$ cat src/rtl/synth_pkg.sv
// Shared constants and types for the sine-table voice scheduler.
package synth_pkg;

  localparam int unsigned TABLE_LEN = 48000;
  localparam int unsigned ADDR_W    = 17;
  localparam int unsigned SAMPLE_W  = 24;
  localparam int unsigned FREQ_MAX  = 24000;

  typedef enum logic [1:0] {IDLE, ISSUE, DRAIN} sched_state_t;

endpackage

$ cat src/rtl/phase_wrap_add.sv
// Phase step: clamps frequency to Nyquist and adds modulo the table length.
module phase_wrap_add
  import synth_pkg::*;
#(
  parameter int unsigned FREQ_W = 15
) (
  input  logic [ADDR_W-1:0] phase,
  input  logic [FREQ_W-1:0] freq,
  output logic [ADDR_W-1:0] next_phase
);

  logic [ADDR_W:0] f_clamped;
  logic [ADDR_W:0] sum;

  always_comb begin
    f_clamped = (32'(freq) > FREQ_MAX) ? (ADDR_W+1)'(FREQ_MAX) : (ADDR_W+1)'(freq);
    sum       = {1'b0, phase} + f_clamped;
    // Both operands are below TABLE_LEN, so one subtraction always wraps correctly.
    if (32'(sum) >= TABLE_LEN) next_phase = ADDR_W'(32'(sum) - TABLE_LEN);
    else                       next_phase = ADDR_W'(sum);
  end

endmodule

$ cat src/rtl/sine_voice_sched.sv
// Shares one registered sine ROM among N_VOICES voices: one lookup per voice per
// sample tick, results summed and presented with a single-cycle valid strobe.
module sine_voice_sched
  import synth_pkg::*;
#(
  parameter int unsigned N_VOICES = 4,
  parameter int unsigned ROM_LAT  = 1,
  parameter int unsigned FREQ_W   = 15
) (
  input  logic                                        clk,
  input  logic                                        reset_n,
  input  logic                                        sample_tick,
  input  logic [N_VOICES-1:0]                         voice_en,
  input  logic [N_VOICES*FREQ_W-1:0]                  voice_freq,
  output logic [ADDR_W-1:0]                           rom_addr,
  input  logic signed [SAMPLE_W-1:0]                  rom_data,
  output logic signed [SAMPLE_W+$clog2(N_VOICES)-1:0] mix_out,
  output logic                                        out_valid,
  output logic                                        busy,
  output logic                                        overrun
);

  localparam int unsigned MIX_W  = SAMPLE_W + $clog2(N_VOICES);
  localparam int unsigned SLOT_W = (N_VOICES > 1) ? $clog2(N_VOICES) : 1;
  localparam int unsigned CNT_W  = (ROM_LAT > 1) ? $clog2(ROM_LAT) : 1;

  sched_state_t            state_q;
  logic [SLOT_W-1:0]       slot_q;
  logic [CNT_W-1:0]        drain_q;
  logic [N_VOICES-1:0]     en_q;
  logic [FREQ_W-1:0]       freq_q  [N_VOICES];
  logic [ADDR_W-1:0]       phase_q [N_VOICES];
  logic [ROM_LAT-1:0]      tag_q, tag_d;
  logic signed [MIX_W-1:0] acc_q, acc_sum, addend;
  logic [ADDR_W-1:0]       next_phase;
  logic [SLOT_W-1:0]       slot_nxt;
  logic                    slot_last;

  phase_wrap_add #(
    .FREQ_W (FREQ_W)
  ) u_wrap (
    .phase      (phase_q[slot_q]),
    .freq       (freq_q[slot_q]),
    .next_phase (next_phase)
  );

  always_comb begin
    slot_nxt  = slot_q + 1'b1;
    slot_last = (slot_q == SLOT_W'(N_VOICES - 1));
    // Tag enters when a slot's address has been held for one cycle, so the oldest
    // tag lines up with that slot's rom_data ROM_LAT cycles later.
    tag_d     = tag_q << 1;
    tag_d[0]  = (state_q == ISSUE) && en_q[slot_q];
    addend    = tag_q[ROM_LAT-1] ? MIX_W'(rom_data) : '0;
    acc_sum   = acc_q + addend;
  end

  always_ff @(posedge clk or negedge reset_n) begin
    if (!reset_n) begin
      state_q   <= IDLE;
      slot_q    <= '0;
      drain_q   <= '0;
      en_q      <= '0;
      tag_q     <= '0;
      acc_q     <= '0;
      rom_addr  <= '0;
      mix_out   <= '0;
      out_valid <= 1'b0;
      busy      <= 1'b0;
      overrun   <= 1'b0;
      for (int k = 0; k < N_VOICES; k++) begin
        freq_q[k]  <= '0;
        phase_q[k] <= '0;
      end
    end else begin
      out_valid <= 1'b0;
      tag_q     <= tag_d;
      acc_q     <= acc_sum;
      if (sample_tick && state_q != IDLE) overrun <= 1'b1;
      case (state_q)
        IDLE: begin
          if (sample_tick) begin
            en_q <= voice_en;
            for (int k = 0; k < N_VOICES; k++) freq_q[k] <= voice_freq[k*FREQ_W +: FREQ_W];
            busy     <= 1'b1;
            rom_addr <= phase_q[0];
            slot_q   <= '0;
            acc_q    <= '0;
            state_q  <= ISSUE;
          end
        end
        ISSUE: begin
          phase_q[slot_q] <= en_q[slot_q] ? next_phase : '0;
          if (slot_last) begin
            drain_q <= '0;
            state_q <= DRAIN;
          end else begin
            slot_q   <= slot_nxt;
            rom_addr <= phase_q[slot_nxt];
          end
        end
        DRAIN: begin
          if (drain_q == CNT_W'(ROM_LAT - 1)) begin
            mix_out   <= acc_sum;
            out_valid <= 1'b1;
            busy      <= 1'b0;
            state_q   <= IDLE;
          end else begin
            drain_q <= drain_q + 1'b1;
          end
        end
        default: state_q <= IDLE;
      endcase
    end
  end

endmodule

$ cat config.mk
export PLATFORM = sky130hd
export DESIGN_NAME = sine_voice_sched
export DESIGN_NICKNAME = d
export VERILOG_FILES = /design/src/rtl/synth_pkg.sv /design/src/rtl/phase_wrap_add.sv /design/src/rtl/sine_voice_sched.sv
export SDC_FILE = /design/constraint.sdc
export NUM_CORES = 1
export LEC_CHECK = 0
export BUFFER_PORTS_ARGS = -buffer_cell sky130_fd_sc_hd__buf_2
export CAP_MARGIN = 40
export CORE_ASPECT_RATIO = 1.75
export CORE_MARGIN = 2
export CORE_UTILIZATION = 45
export CTS_BUF_LIST = sky130_fd_sc_hd__clkbuf_4
export DETAILED_ROUTE_END_ITERATION = 10
export HOLD_SLACK_MARGIN = 0.02
export PLACE_DENSITY_LB_ADDON = 0.15
export SYNTH_ARGS = -nofsm -noshare
export SYNTH_HDL_FRONTEND = slang
export SYNTH_SLANG_ARGS = --single-unit
$ cat constraint.sdc
create_clock -name clk -period 7.7 [get_ports clk]
set_input_delay 2.31 -clock clk [delete_from_list [all_inputs] [get_ports clk]]
set_output_delay 2.31 -clock clk [all_outputs]
set_load 0.005 [all_outputs]
Word level (Yosys, flattened, before mapping):

Cells that the tools add are included.

* bits in registers: 210
* input bits: 91
* output and inout bits: 46
* logic and storage cells: 92

* add/subtract/negate cells: 5
* order comparisons: 6
* equal/unequal tests: 7
* multiplexer cells: 38
* bitwise gates (word level): 3
* reduce and logical (&&, ||, !) cells: 14

Operators by type and width (number)
* $mux 17: 9
* $mux 26: 3
* $bmux 17 s2: 2
* $bwmux 68: 1
* $mux 15: 3
* $demux 17 s2: 1
* $pmux 17 s2: 1
* $bmux 15 s2: 1
* $add 26x26->26: 1
* $add 17x15->18: 1
* $ge 18x16->1 const B: 1
* $sub 17x16->17 const B: 1
* $gt 15x15->1 const B: 1
* $mux 2: 5
* $reduce_and 3->1: 3
* $ne 2x2->1 const B: 4
* $reduce_bool 2->1: 4
* $mux 1: 7
* $ge 3x3->1 const B: 2
* $not 2->3: 2
* $pmux 2 s3: 1
* $reduce_and 2->1: 3
* $eq 2x2->1 const B: 2
* $pmux 1 s2: 2
* 10 further kinds: 12

Longest topological paths before layout:

Gate-level depths: netlist of the first run.

* depth after elaboration: 11
* depth in mapped cells: 22
* depth with buffers taken out: 19

Cells and area by module:

A second synthesis of the first run with hierarchy kept.

* cells, all modules: 1108
* area total of the unflattened synthesis: 11552.3 um^2

By module, submodules not included
* sine_voice_sched: instances 1, cells an instance 939, area an instance 10259.8 um^2, seq. area each 5230.0 um^2
* phase_wrap_add: instances 1, cells an instance 169, area an instance 1292.5 um^2, seq. area each 0.0 um^2

Worst setup path after synthesis of the first run:

Ideal clock, no wire load.

* kind: reg-to-reg
* from: register slot_q[1]
* to: register phase_q[47] (netlist name)
* setup time: 0.122 ns
* arrival: 5.393 ns
* data required time: 7.578 ns
* path slack: 2.186 ns
* cell stages (with the launch flop): 17
* path buffers: 4
* period minus slack after synthesis: 5.514 ns
* path through: dfrtp_1 > buf_2 > buf_1 > buf_1 > buf_1 > mux4_2 > ha_1 > fa_1 > a211oi_1 > o21ai_2 > o21ai_2 > mux2_2 > o21a_1 > o41ai_4 > a21oi_2 > or3_4 > a32o_1

* longest elaborated chain between the ends: 11
* elaborated cells between the ends (all ways): 22
* those cells by class: add/sub: 2; order compare: 4; mux: 14; bitwise: 1; reduce/logical: 1

RTL lines
* from (decl): line sine_voice_sched.sv:28 `logic [SLOT_W-1:0] slot_q;`
* from (signal assigned): line sine_voice_sched.sv:98 `slot_q <= slot_nxt;`
* $not 2->3: line sine_voice_sched.sv:42, sine_voice_sched.sv:43, sine_voice_sched.sv:93
* $bmux 15 s2: line sine_voice_sched.sv:43 `.freq (freq_q[slot_q]),`
* $mux 15 (implied by the code) (2 in a row): line sine_voice_sched.sv:43
* $gt 15x15->1: line phase_wrap_add.sv:16 `f_clamped = (32'(freq) > FREQ_MAX) ? (ADDR_W+1)'(FREQ_MAX) : (ADDR_W+1)'(freq);`
* $mux 15: line phase_wrap_add.sv:16
* $add 17x15->18: line phase_wrap_add.sv:17 `sum = {1'b0, phase} + f_clamped;`
* $sub 17x16->17 or $ge 18x16->1 (tied branches): line phase_wrap_add.sv:19 `if (32'(sum) >= TABLE_LEN) next_phase = ADDR_W'(32'(sum) - TABLE_LEN);`
* $mux 17: line phase_wrap_add.sv:19
* $mux 17: line sine_voice_sched.sv:93 `phase_q[slot_q] <= en_q[slot_q] ? next_phase : '0;`
* $bwmux 68 (*): line sine_voice_sched.sv:93
* to (signal, indexed assignment): line sine_voice_sched.sv:93
* to (decl): line sine_voice_sched.sv:32 `logic [ADDR_W-1:0] phase_q [N_VOICES];`

Every way passes the cells marked *; elsewhere a longest branch is shown, timed or not. The select of a mux whose other input is x is not followed.
A chain may end at the register's enable or synchronous reset.

Worst setup path after layout of the first run:

Same ends and word-level chain as after synthesis.

==> results.md, run 1 <==
* Status: finished, final reports clean
* CP Capture Type: flip-flop
* DR DRC count at 0
* Layout cells sized above 1 at 28.7%
* Setup Buffers After CTS at 0
* Main flop type after synthesis: dfrtp_1
* Nets at 1375
* Die area at 27000 sq um
* Total number of vias at roughly 8900
* Slew HR at 40.8%
* Netlist cell types at 69
* Fin crit share at 82.8%
* Post-route ant nets at 0
* Post-Syn Nets at 1228
* Final setup TNS at 0 ns
* Minimum clock period at 6.38 ns
* I/O pin cnt at 137
* Max cap viols at 0
* Post-CTS Hold Fix Bufs at 0
* Final Hold Violating Endpoints at 0
* Largest net degree at the start of global routing at between 90 and 100
* Flop2flop setup slack at 1.32 ns
* Required @ worst endpoint at 8.27 ns
* Clock Path Buffers at 3
* Final WL at ~30000 um
* Vias per Instance at 5.62
* Initial drt markers at 414
* Initial antenna violation count at 1
* Core Region at about 25000 sq um
* Final setup vio count at 0
* Post-synth EDFFs at 0
* Cts bufs inserted at 50
* Asr flop ratio synth at 100%
* Final Skew at slightly below 0.04 ns
* Crit path kind: flip-flop to flip-flop
* Yosys warns at 0
* Root buffer cell: clkbuf_4
* HPWL Detailed at 21100 um
* CTS resizes at 0
* Worst EP arrival at 6.94 ns
* Core occupancy in the finished layout at between 50 and 60%
* Sequential area share after synthesis at 45.4%
* Max Fclk at roughly 160 MHz
* PnR worst setup slack at ~1.3 ns
* Clk Latency, worst-skew pair at 0.70 ns
* # rows at 77
* GR Overflow Total at 0
* PortBufs at 136
* Max Slew Vio Count at 0
* Syn Std Cell Area at 11500 sq um
* CP Launch Type: flip-flop
* Final RePlAce weighted congestion at between 0.9 and 1
* Min-delay worst type: flip-flop to flip-flop
* Yosys reg bits at 209
* Initial Utilization at between 40% and 50%
* Drt first pass iters at 5
* Die width at about 120 um
* Syn_area_per_cell at 10.6 sq um
* RSZ-0062 raised after global routing: no
* Die height at between 200 and 250 um
* Area delta synth->final at 14.3%
* Vias in the first global route at between 9000 and 10000
* Dpl ws at 1.34 ns
* # clock sinks at 209
* First-pass GRT wire length at around 48000 um
* Worst Path Max Fanout at 30
* CTS H-Tree Depth at 2
* Mapped Cells at 1090
* Slew @ Worst Pin at ~0.89 ns
* Wire per inst at between 15 and 20 um
* Clock slew at reported path FFs at about 0.07 ns
* GRT Resource Usage Total at 22.2%
* CTS tree: built
==> cells by family (layout without fill, tap and decap cells) <==
group           Yosys count  after routing  synth area share [%]
flops                   209            209                  45.4
compound gates          270            270                  15.1
mux                     133            133                  15.8
xor+xnor                 37             37                  2.94
fa+ha+maj                47             47                  5.23
buf+inv                  76            255                  2.64
other cells               0              1                     0
simple gates            318            318                  12.9
==> cell usage after synthesis (8+ instances only) <==
cell type,number,area [sq um]
dfrtp_1,209,5230
nand2_1,141,529
o21ai_0,94,470
mux2_2,70,788
nor2_1,60,225
a21oi_1,47,235
ha_1,45,563
clkbuf_1,44,165
and2_1,35,219
mux4_2,32,721
mux2i_1,31,310
a21o_1,23,173
xnor2_1,21,184
o22ai_1,19,119
inv_1,17,63.8
nand2b_1,17,106
nand3_1,16,80.1
xor2_1,14,123
o21a_1,10,75.1
a22oi_1,8,60.1
==> flip-flops by register name (all words and copies together) (netlist names) <==
signal / flops
phase_q: 68
freq_q: 60
acc_q: 26
mix_out: 26
rom_addr: 17
en_q: 4
slot_q: 2
state_q: 2
busy: 1
out_valid: 1
overrun: 1
tag_q: 1
==> worst max-delay path, stage by stage, from the launching register on <==
cell      delay (ns)
dfrtp_2         0.95
mux4_2          0.42
or4_1           0.56
or4_1           0.42
o21ai_1         0.58
and2_1          0.29
ha_1            0.27
a211oi_2        0.25
o21ai_1         0.14
o211a_1         0.28
o41ai_4         0.27
xor2_2          0.50
o41ai_4         0.19
a21oi_2         0.15
buf_4           0.33
o21ai_0         0.28
a32o_1          0.35
==> cells in the final DEF (no fill, tap or decap), types with 6 or more instances in the layout <==
master,synthesis,final
mux2_2,70,70
or4_1,6,6
o22ai_1,19,19
nand2b_1,17,16
a22oi_1,8,8
a31oi_1,7,7
o21ai_0,94,94
xnor2_1,21,21
o211ai_1,6,6
a21o_1,23,23
xor2_1,14,14
and2_1,35,35
clkbuf_4,0,78
nand4_1,6,6
o21a_1,10,10
inv_1,17,17
mux4_2,32,32
ha_1,45,45
nor2_1,60,59
nor3_1,6,6
buf_4,1,14
a21oi_1,47,46
nand2_1,141,141
buf_2,6,135
dfrtp_1,209,207
nor2b_1,7,7
mux2i_1,31,31
nand3_1,16,16
==> cell type report <==
type / instances / area (sq um)
repair buffers: 154 / 863
well taps: 316 / 395
fillers: 2349 / 12100
multi-input cells: 805 / 6010
diodes: 1 / 2.50
clock buffers: 78 / 586
clock inverters: 6 / 27.5
flip-flops and latches: 209 / 5230
inverters: 17 / 63.8
==> metrics by stage <==
step	area, sq um	cells	hold slack [ns]
2_1_floorplan	11500	1090	0.459
3_3_place_gp	12500	1497	0.446
3_5_place_dp	12600	1501	0.451
4_1_cts	13200	1585	0.466
5_1_grt	13200	1586	0.492
6_report	13200	1586	0.462
==> routing by layer <==
layer	global-route usage (%)	part of all wire, %	vias up
met5	0	0	-
met4	9.52	3.1	0
met3	3.99	4.8	61
met2	39.9	52	282
met1	25.9	40	4315
li1	-	-	4256
==> worst paths after layout <==
kind                       depth (start not counted)         start           end
setup / recovery                                  16     slot_q[1]   phase_q[47]
hold / removal                                     2  rom_addr[14]  rom_addr[14]
setup reg to reg                                  16     slot_q[1]   phase_q[47]
hold reg to reg                                    2  rom_addr[14]  rom_addr[14]
max in group asynchronous                          2       reset_n   phase_q[46]
min in group asynchronous                          1       reset_n   phase_q[38]
Power of run 1 is left out: the tool's default activity adds up to more than one toggle a clock period on the data nets, which glitch-free logic cannot reach.
==> inputs of run 2 (changes only) <==
- ABC_AREA: default -> 1
- clock period: 7.7 -> 5.7 ns (I/O delays scaled with it)
==> run 2 against run 1 <==
  * Critical path depth up 11
  * Register-to-register slack worse by 0.43 ns
  * Largest cell class unchanged
  * Critical endpoint is now phase_q[13]
  * Count of clock-buffer cells in the layout is 11 lower
  * Sequential cell count stayed put
  * Core utilization down 0.52 points
==> results.md, run 2 <==
* Status: finished, final reports clean
* Fill cells at 2682 (+14%)
* Final setup TNS at 0 ns (unchanged)
* RSZ-0062 raised after global routing: no
* Worst EP arrival at 5.39 ns (-1.55 ns)
* Yosys reg bits at 209 (unchanged)
* CP Launch Type: flip-flop
* HPWL Detailed at 26300 um (+24%)
* Clock slew at reported path FFs at 0.07 ns (about the same)
* Sequential area share after synthesis at 43.6% (-1.8 points)
* Flop2flop setup slack at 0.89 ns (-0.43 ns)
* Slew @ Worst Pin at 0.884 ns (-0.00335 ns)
* Nets at 1923 (+40%)
* Post-synth EDFFs at 0 (unchanged)
* Final Skew at 0.0316 ns (-0.00784 ns)
* GR met3 Demand/Resource at 3.35% (-0.64 points)
* Worst Reg-to-Reg Cells at 27 (+11)
* Main flop type after synthesis: dfrtp_1
* GRT Resource Usage Total at 26.7% (+4.5 points)
* Reg area at 5230 sq um (about the same)
* GR peak layer: met2
* Footprint of the multi-input gates at 5960 sq um (-0.77%)
* Clock Path Buffers at 3 (unchanged)
* Top post-synthesis cells by count: nand2_1, dfrtp_1, inv_1, o21ai_0, a21oi_1
* Area delta synth->final at 13.6%
* # rows at 79 (+2.6%)
* Mapped Cells at 1647 (+51%)
* Setup Buffers After CTS at 0 (unchanged)
* Final RePlAce weighted congestion at 0.910 (-2.8%)
* Wire per inst at 17.1 um (-8.1%)
* Drt first pass iters at 5 (unchanged)
* Root buffer cell: clkbuf_4
* Required @ worst endpoint at 6.28 ns (-1.99 ns)
* Clk Latency, worst-skew pair at 0.71 ns (about the same)
* RR Endpoint: phase_q[13]
* Crit path kind: flip-flop to flip-flop
* CTS tree: built
* Largest register by flop count: phase_q
* DR DRC count at 0 (unchanged)
* Slew HR at 41.1% (+0.22 points)
* Final Hold Violating Endpoints at 0 (unchanged)
* Die width at 127 um (+2.0%)
* Vias per Instance at 5.41 (-3.8%)
* Cts bufs inserted at 50 (unchanged)
* Worst Path Max Fanout at 18 (-40%)
* Min-delay worst type: flip-flop to flip-flop
* Initial antenna violation count at 2 (+1)
* Leading cell type in the layout, fill and taps excluded: nand2_1
* Vias in the first global route at 11500 (+24%)
* Max cap viols at 0 (unchanged)
* PortBufs at 136 (unchanged)
* Netlist cell types at 39 (-43%)
* Initial Utilization at 45.5% (-0.18 points)
* Post-Syn Nets at 1785 (+45%)
* Fin crit share at 84.3% (+1.5 points)
* Post-CTS Hold Fix Bufs at 0 (unchanged)
* # clock sinks at 209 (unchanged)
* Post-route ant nets at 0 (unchanged)
* Initial drt markers at 769 (+86%)
* Post-synth top area share at 43.6% (-1.8 points)
* First-pass GRT wire length at 58700 um (+22%)
* Yosys warns at 0 (unchanged)
* Largest register FFs at 68 (unchanged)
* Top cells by area, synth: dfrtp_1, nand2_1, o21ai_0
* Final WL at 36600 um (+24%)
* Total number of vias at 11600 (+30%)
* Max Fclk at 208 MHz (+33%)
* Final setup vio count at 0 (unchanged)
* CP Capture Type: flip-flop
* Met1 Use GR at 28.8% (+2.9 points)
* GR Overflow Total at 0 (unchanged)
* Die height at 220 um (+2.0%)
* Hold EP: out_valid
* R2R Path Start: slot_q[0]
* Die area at 28000 sq um (+4.0%)
* Core Region at 26400 sq um (+4.6%)
* Max Slew Vio Count at 0 (unchanged)
* Most frequent cell after synthesis: nand2_1
* Synth area leader: dfrtp_1
* Hold path cells at 1 (-1)
* I/O pin cnt at 137 (unchanged)
* Minimum clock period at 4.81 ns (-1.57 ns)
* Syn_area_per_cell at 7.29 sq um (-31%)
* Largest regs: phase_q: 68 flops, freq_q: 60 flops
* CTS H-Tree Depth at 2 (unchanged)
* CTS resizes at 0 (unchanged)
* M2 GR Usage at 49.8% (+9.9 points)
* Largest net degree at the start of global routing at 99 (+3.1%)
* Asr flop ratio synth at 100% (unchanged)
* Commonest cells after routing, fill and taps aside: nand2_1, dfrtp_1, inv_1, o21ai_0, buf_2
* Syn Std Cell Area at 12000 sq um (+4.1%)
* Hold_ws at 0.468 ns (+0.00625 ns)
* Min-delay src: state_q[0]
* Layout cells sized above 1 at 13.4% (-15 points)
run 2: cells by family after synthesis:
logic type / Yosys count / share of synthesized area (%)
buffers and inverters: 215 / 6.81
DFF: 209 / 43.6
adders and majority gates: 47 / 5.02
and+or+nand+nor: 843 / 28.4
AOI/OAI and AO/OA: 306 / 14.3
xor gates and xnor gates: 27 / 1.97
run 2: worst max-delay path by stage:
stage | end | slack (ns) | cells after the start | from
6_report | phase_q[13] | 0.89 | 27 | slot_q[0]
3_5_place_dp | phase_q[30] | 0.97 | 27 | slot_q[0]
3_3_place_gp | phase_q[59] | 1.05 | 27 | slot_q[0]
2_1_floorplan | phase_q[59] | 1.71 | 27 | slot_q[0]
4_1_cts | phase_q[13] | 0.94 | 27 | slot_q[0]
5_1_grt | phase_q[64] | 0.34 | 27 | slot_q[0]
run 2: cell type report:
class / instances / share of cell area (%)
Sequential cell: 209 / 38.4
Antenna cell: 1 / 0.0183
Tap cell: 324 / 2.97
Clock inverter: 12 / 0.569
Clock buffer: 67 / 3.69
Multi-Input combinational cell: 1223 / 43.7
Inverter: 141 / 3.88
Timing Repair Buffer: 160 / 6.82
run 2: routing by layer:
layer / up-vias / wire, um
met5: - / 12
met4: 2 / 2170
met3: 111 / 1530
met2: 345 / 19200
met1: 5414 / 13700
li1: 5680 / -
run 2: critical path: stages (launching register included):
cell and delay [ns]:
dfrtp_2 0.40, inv_2 0.24, buf_4 0.28, nand2_1 0.08, a32oi_1 0.31, inv_1 0.11, nand3_1 0.12, nor2_1 0.05
nand2_1 0.05, nand2_1 0.13, inv_1 0.22, nor2_1 0.08, ha_1 0.26, fa_1 0.46, nand3_1 0.11, nand3_1 0.13
nand3_1 0.15, nand3_1 0.11, nand2_1 0.08, nand2_1 0.09, nor2_1 0.17, nand2_1 0.11, nand2_1 0.08, nand2_1 0.23
nand2_2 0.30, nand2_1 0.16, nand4_1 0.11, nand2_1 0.06
run 2: through the flow:
stage | setup slack [ns] | std cells | area, sq um | util, %
after detailed placement | 0.967 | 2057 | 13100 | 49.5
after global placement | 1.05 | 2054 | 13000 | 49.2
after floorplan | 1.71 | 1647 | 12000 | -
final | 0.892 | 2137 | 13600 | 51.7
after CTS | 0.941 | 2136 | 13600 | 51.7
after global routing | 0.342 | 2137 | 13600 | 51.7
Power of run 2 is left out for the same reason.
==> inputs of run 3 (changes only) <==
- clock period: 5.7 -> 4.8 ns (I/O delays scaled with it)
==> run 3 against run 2 <==
  * Hold slack lost 0.0045 ns
  * Final cell count grew 0.75%
  * Register-to-register slack lost 0.51 ns
  * Clock skew grew 0.013 ns
  * Global-route usage shrank 0.76 points
  * Design area grew 0.74%
  * Via count shrank 0.83%
  * Highest routed layer is now met4
==> results.md, run 3 (synthesized netlist as in run 2, its figures left out) <==
* Final Skew at 0.0441 ns (+0.0125 ns)
* Largest net degree at the start of global routing at 91 (-8.1%)
* Post-route ant nets at 0 (unchanged)
* PortBufs at 136 (unchanged)
* Vias per Instance at 5.32 (-1.6%)
* Max cap viols at 0 (unchanged)
* CTS resizes at 0 (unchanged)
* Largest register FFs at 68 (unchanged)
* GRT Resource Usage Total at 25.9% (-0.76 points)
* Final Hold Violating Endpoints at 0 (unchanged)
* Max Slew Vio Count at 0 (unchanged)
* Initial drt markers at 663 (-14%)
* Final instance area at 13700 sq um (+0.74%)
* Worst Path Max Fanout at 51 (+33)
* Post-CTS Hold Fix Bufs at 0 (unchanged)
* Hold_ws at 0.463 ns (-0.00451 ns)
* Fill cells at 2687 (+0.19%)
* DR DRC count at 0 (unchanged)
* Final setup vio count at 0 (unchanged)
* Clock Path Buffers at 3 (unchanged)
* Final WL at 36200 um (-1.0%)
* Cts bufs inserted at 51 (+2.0%)
* Leading cell type in the layout, fill and taps excluded: nand2_1
* I/O pin cnt at 137 (unchanged)
* CP Launch Type: flip-flop
* # rows at 79 (unchanged)
* Wire per inst at 16.8 um (-1.8%)
* Final setup TNS at 0 ns (unchanged)
* Setup Buffers After CTS at 0 (unchanged)
* Min-delay worst type: flip-flop to flip-flop
* Dpl ws at 0.200 ns (-0.767 ns)
* Layout cells sized above 1 at 14.2% (+0.87 points)
* Clock slew at reported path FFs at 0.07 ns (about the same)
* Max Fclk at 226 MHz (+8.8%)
* Worst EP arrival at 5.01 ns (-0.38 ns)
* Crit-path cells: buf_8 > buf_4 > o21ai_0 > o21ai_0 > ha_1 > nand2_1 > inv_1 > a21oi_1 > nand2_1 > nand2_1 > nand2_1 > nand2_1 > nand2_1 > nand2_1 > nor2_1 > a21oi_4 > nand3_1 > nand4_1 > nand2_1
* Initial antenna violation count at 1 (-1)
* Die width at 127 um (unchanged)
* Required @ worst endpoint at 5.39 ns (-0.89 ns)
* First-pass GRT wire length at 56700 um (-3.4%)
* RSZ-0062 raised after global routing: no
* Minimum clock period at 4.42 ns (-0.389 ns)
* Status: finished, final reports clean
* HPWL Detailed at 25800 um (-1.9%)
* Largest regs: phase_q: 68 flops, freq_q: 60 flops
* Nets at 1933 (+0.52%)
* Slew HR at 40.7% (-0.35 points)
* Largest register by flop count: phase_q
* Root buffer cell: clkbuf_4
* Commonest cells after routing, fill and taps aside: nand2_1, dfrtp_1, inv_1, o21ai_0, buf_2
* PnR worst setup slack at 0.382 ns (-0.511 ns)
* CTS tree: built
* CTS H-Tree Depth at 2 (unchanged)
* Vias in the first global route at 11300 (-2.1%)
* # clock sinks at 209 (unchanged)
* Die height at 220 um (unchanged)
* Slowest-stage cell, CP: o21ai_0
* Crit path kind: flip-flop to flip-flop
* Slew @ Worst Pin at 0.889 ns (+0.00521 ns)
* Core Region at 26400 sq um (unchanged)
* Die area at 28000 sq um (unchanged)
* CP Capture Type: flip-flop
* Crit path top cell by count: nand2_1
* CP peak stage delay at 0.65 ns (+0.19 ns)
* Flop2flop setup slack at 0.38 ns (-0.51 ns)
* Final RePlAce weighted congestion at 0.920 (+1.1%)
* GR Overflow Total at 0 (unchanged)
* Drt first pass iters at 5 (unchanged)
* Fin crit share at 92.0% (+7.7 points)
* Post-placement cell area at 13100 sq um (+0.36%)
* Total number of vias at 11500 (-0.83%)
* Initial Utilization at 45.5% (unchanged)
* Area delta synth->final at 14.5%
* Clk Latency, worst-skew pair at 0.71 ns (about the same)
==> run 3: changes by cell type in the layout (fill, tap and decap cells not counted), sizes merged <==
cell      previous run  this run
inv                140       138
bufinv               1         0
clkbuf              68        74
clkinvlp             0         1
clkinv              12        15
buf                159       168
==> run 3: stage by stage <==
step                      std cells  util [%]
after global placement         2064      49.5
after floorplan                1647         -
after global routing           2153      52.1
after CTS                      2152      51.9
after detailed placement       2066      49.6
final                          2153      52.1
==> run 3: path summary, 6_finish.rpt <==
check | start | end | cells after the start
setup reg to reg | slot_q[0] | phase_q[14] | 19
setup / recovery | slot_q[0] | phase_q[14] | 19
hold reg to reg | state_q[0] | out_valid | 1
max in group asynchronous | reset_n | slot_q[0] | 2
min in group asynchronous | reset_n | freq_q[30] | 1
hold / removal | state_q[0] | out_valid | 1
==> run 3: worst max-delay path, delay by kind of cell, from the launching register on <==
family	cells	cell delay (ns)
DFF	1	0.42
adders and majority gates	1	0.43
and+or+nand+nor	11	1.38
buffers and inverters	3	0.76
AOI/OAI and AO/OA	4	1.30
==> run 3: area by class of cell <==
cell class | count | area (sq um) | area share (%)
diodes | 1 | 2.50 | 0.0182
inverters | 141 | 537 | 3.91
flip-flops and latches | 209 | 5230 | 38.1
clock inverters | 13 | 56.3 | 0.410
multi-input cells | 1223 | 5970 | 43.5
repair buffers | 169 | 985 | 7.17
clock buffers | 73 | 548 | 3.99
well taps | 324 | 405 | 2.95
==> run 3: per-layer routing <==
layer | vias to the layer above | wire (um) | GRT usage [%]
li1 | 5701 | - | -
met1 | 5360 | 13600 | 27.9
met2 | 295 | 18700 | 46.8
met3 | 100 | 1420 | 3.33
met4 | 0 | 2540 | 17.8
met5 | - | 0 | 0
Power of run 3 is left out for the same reason.
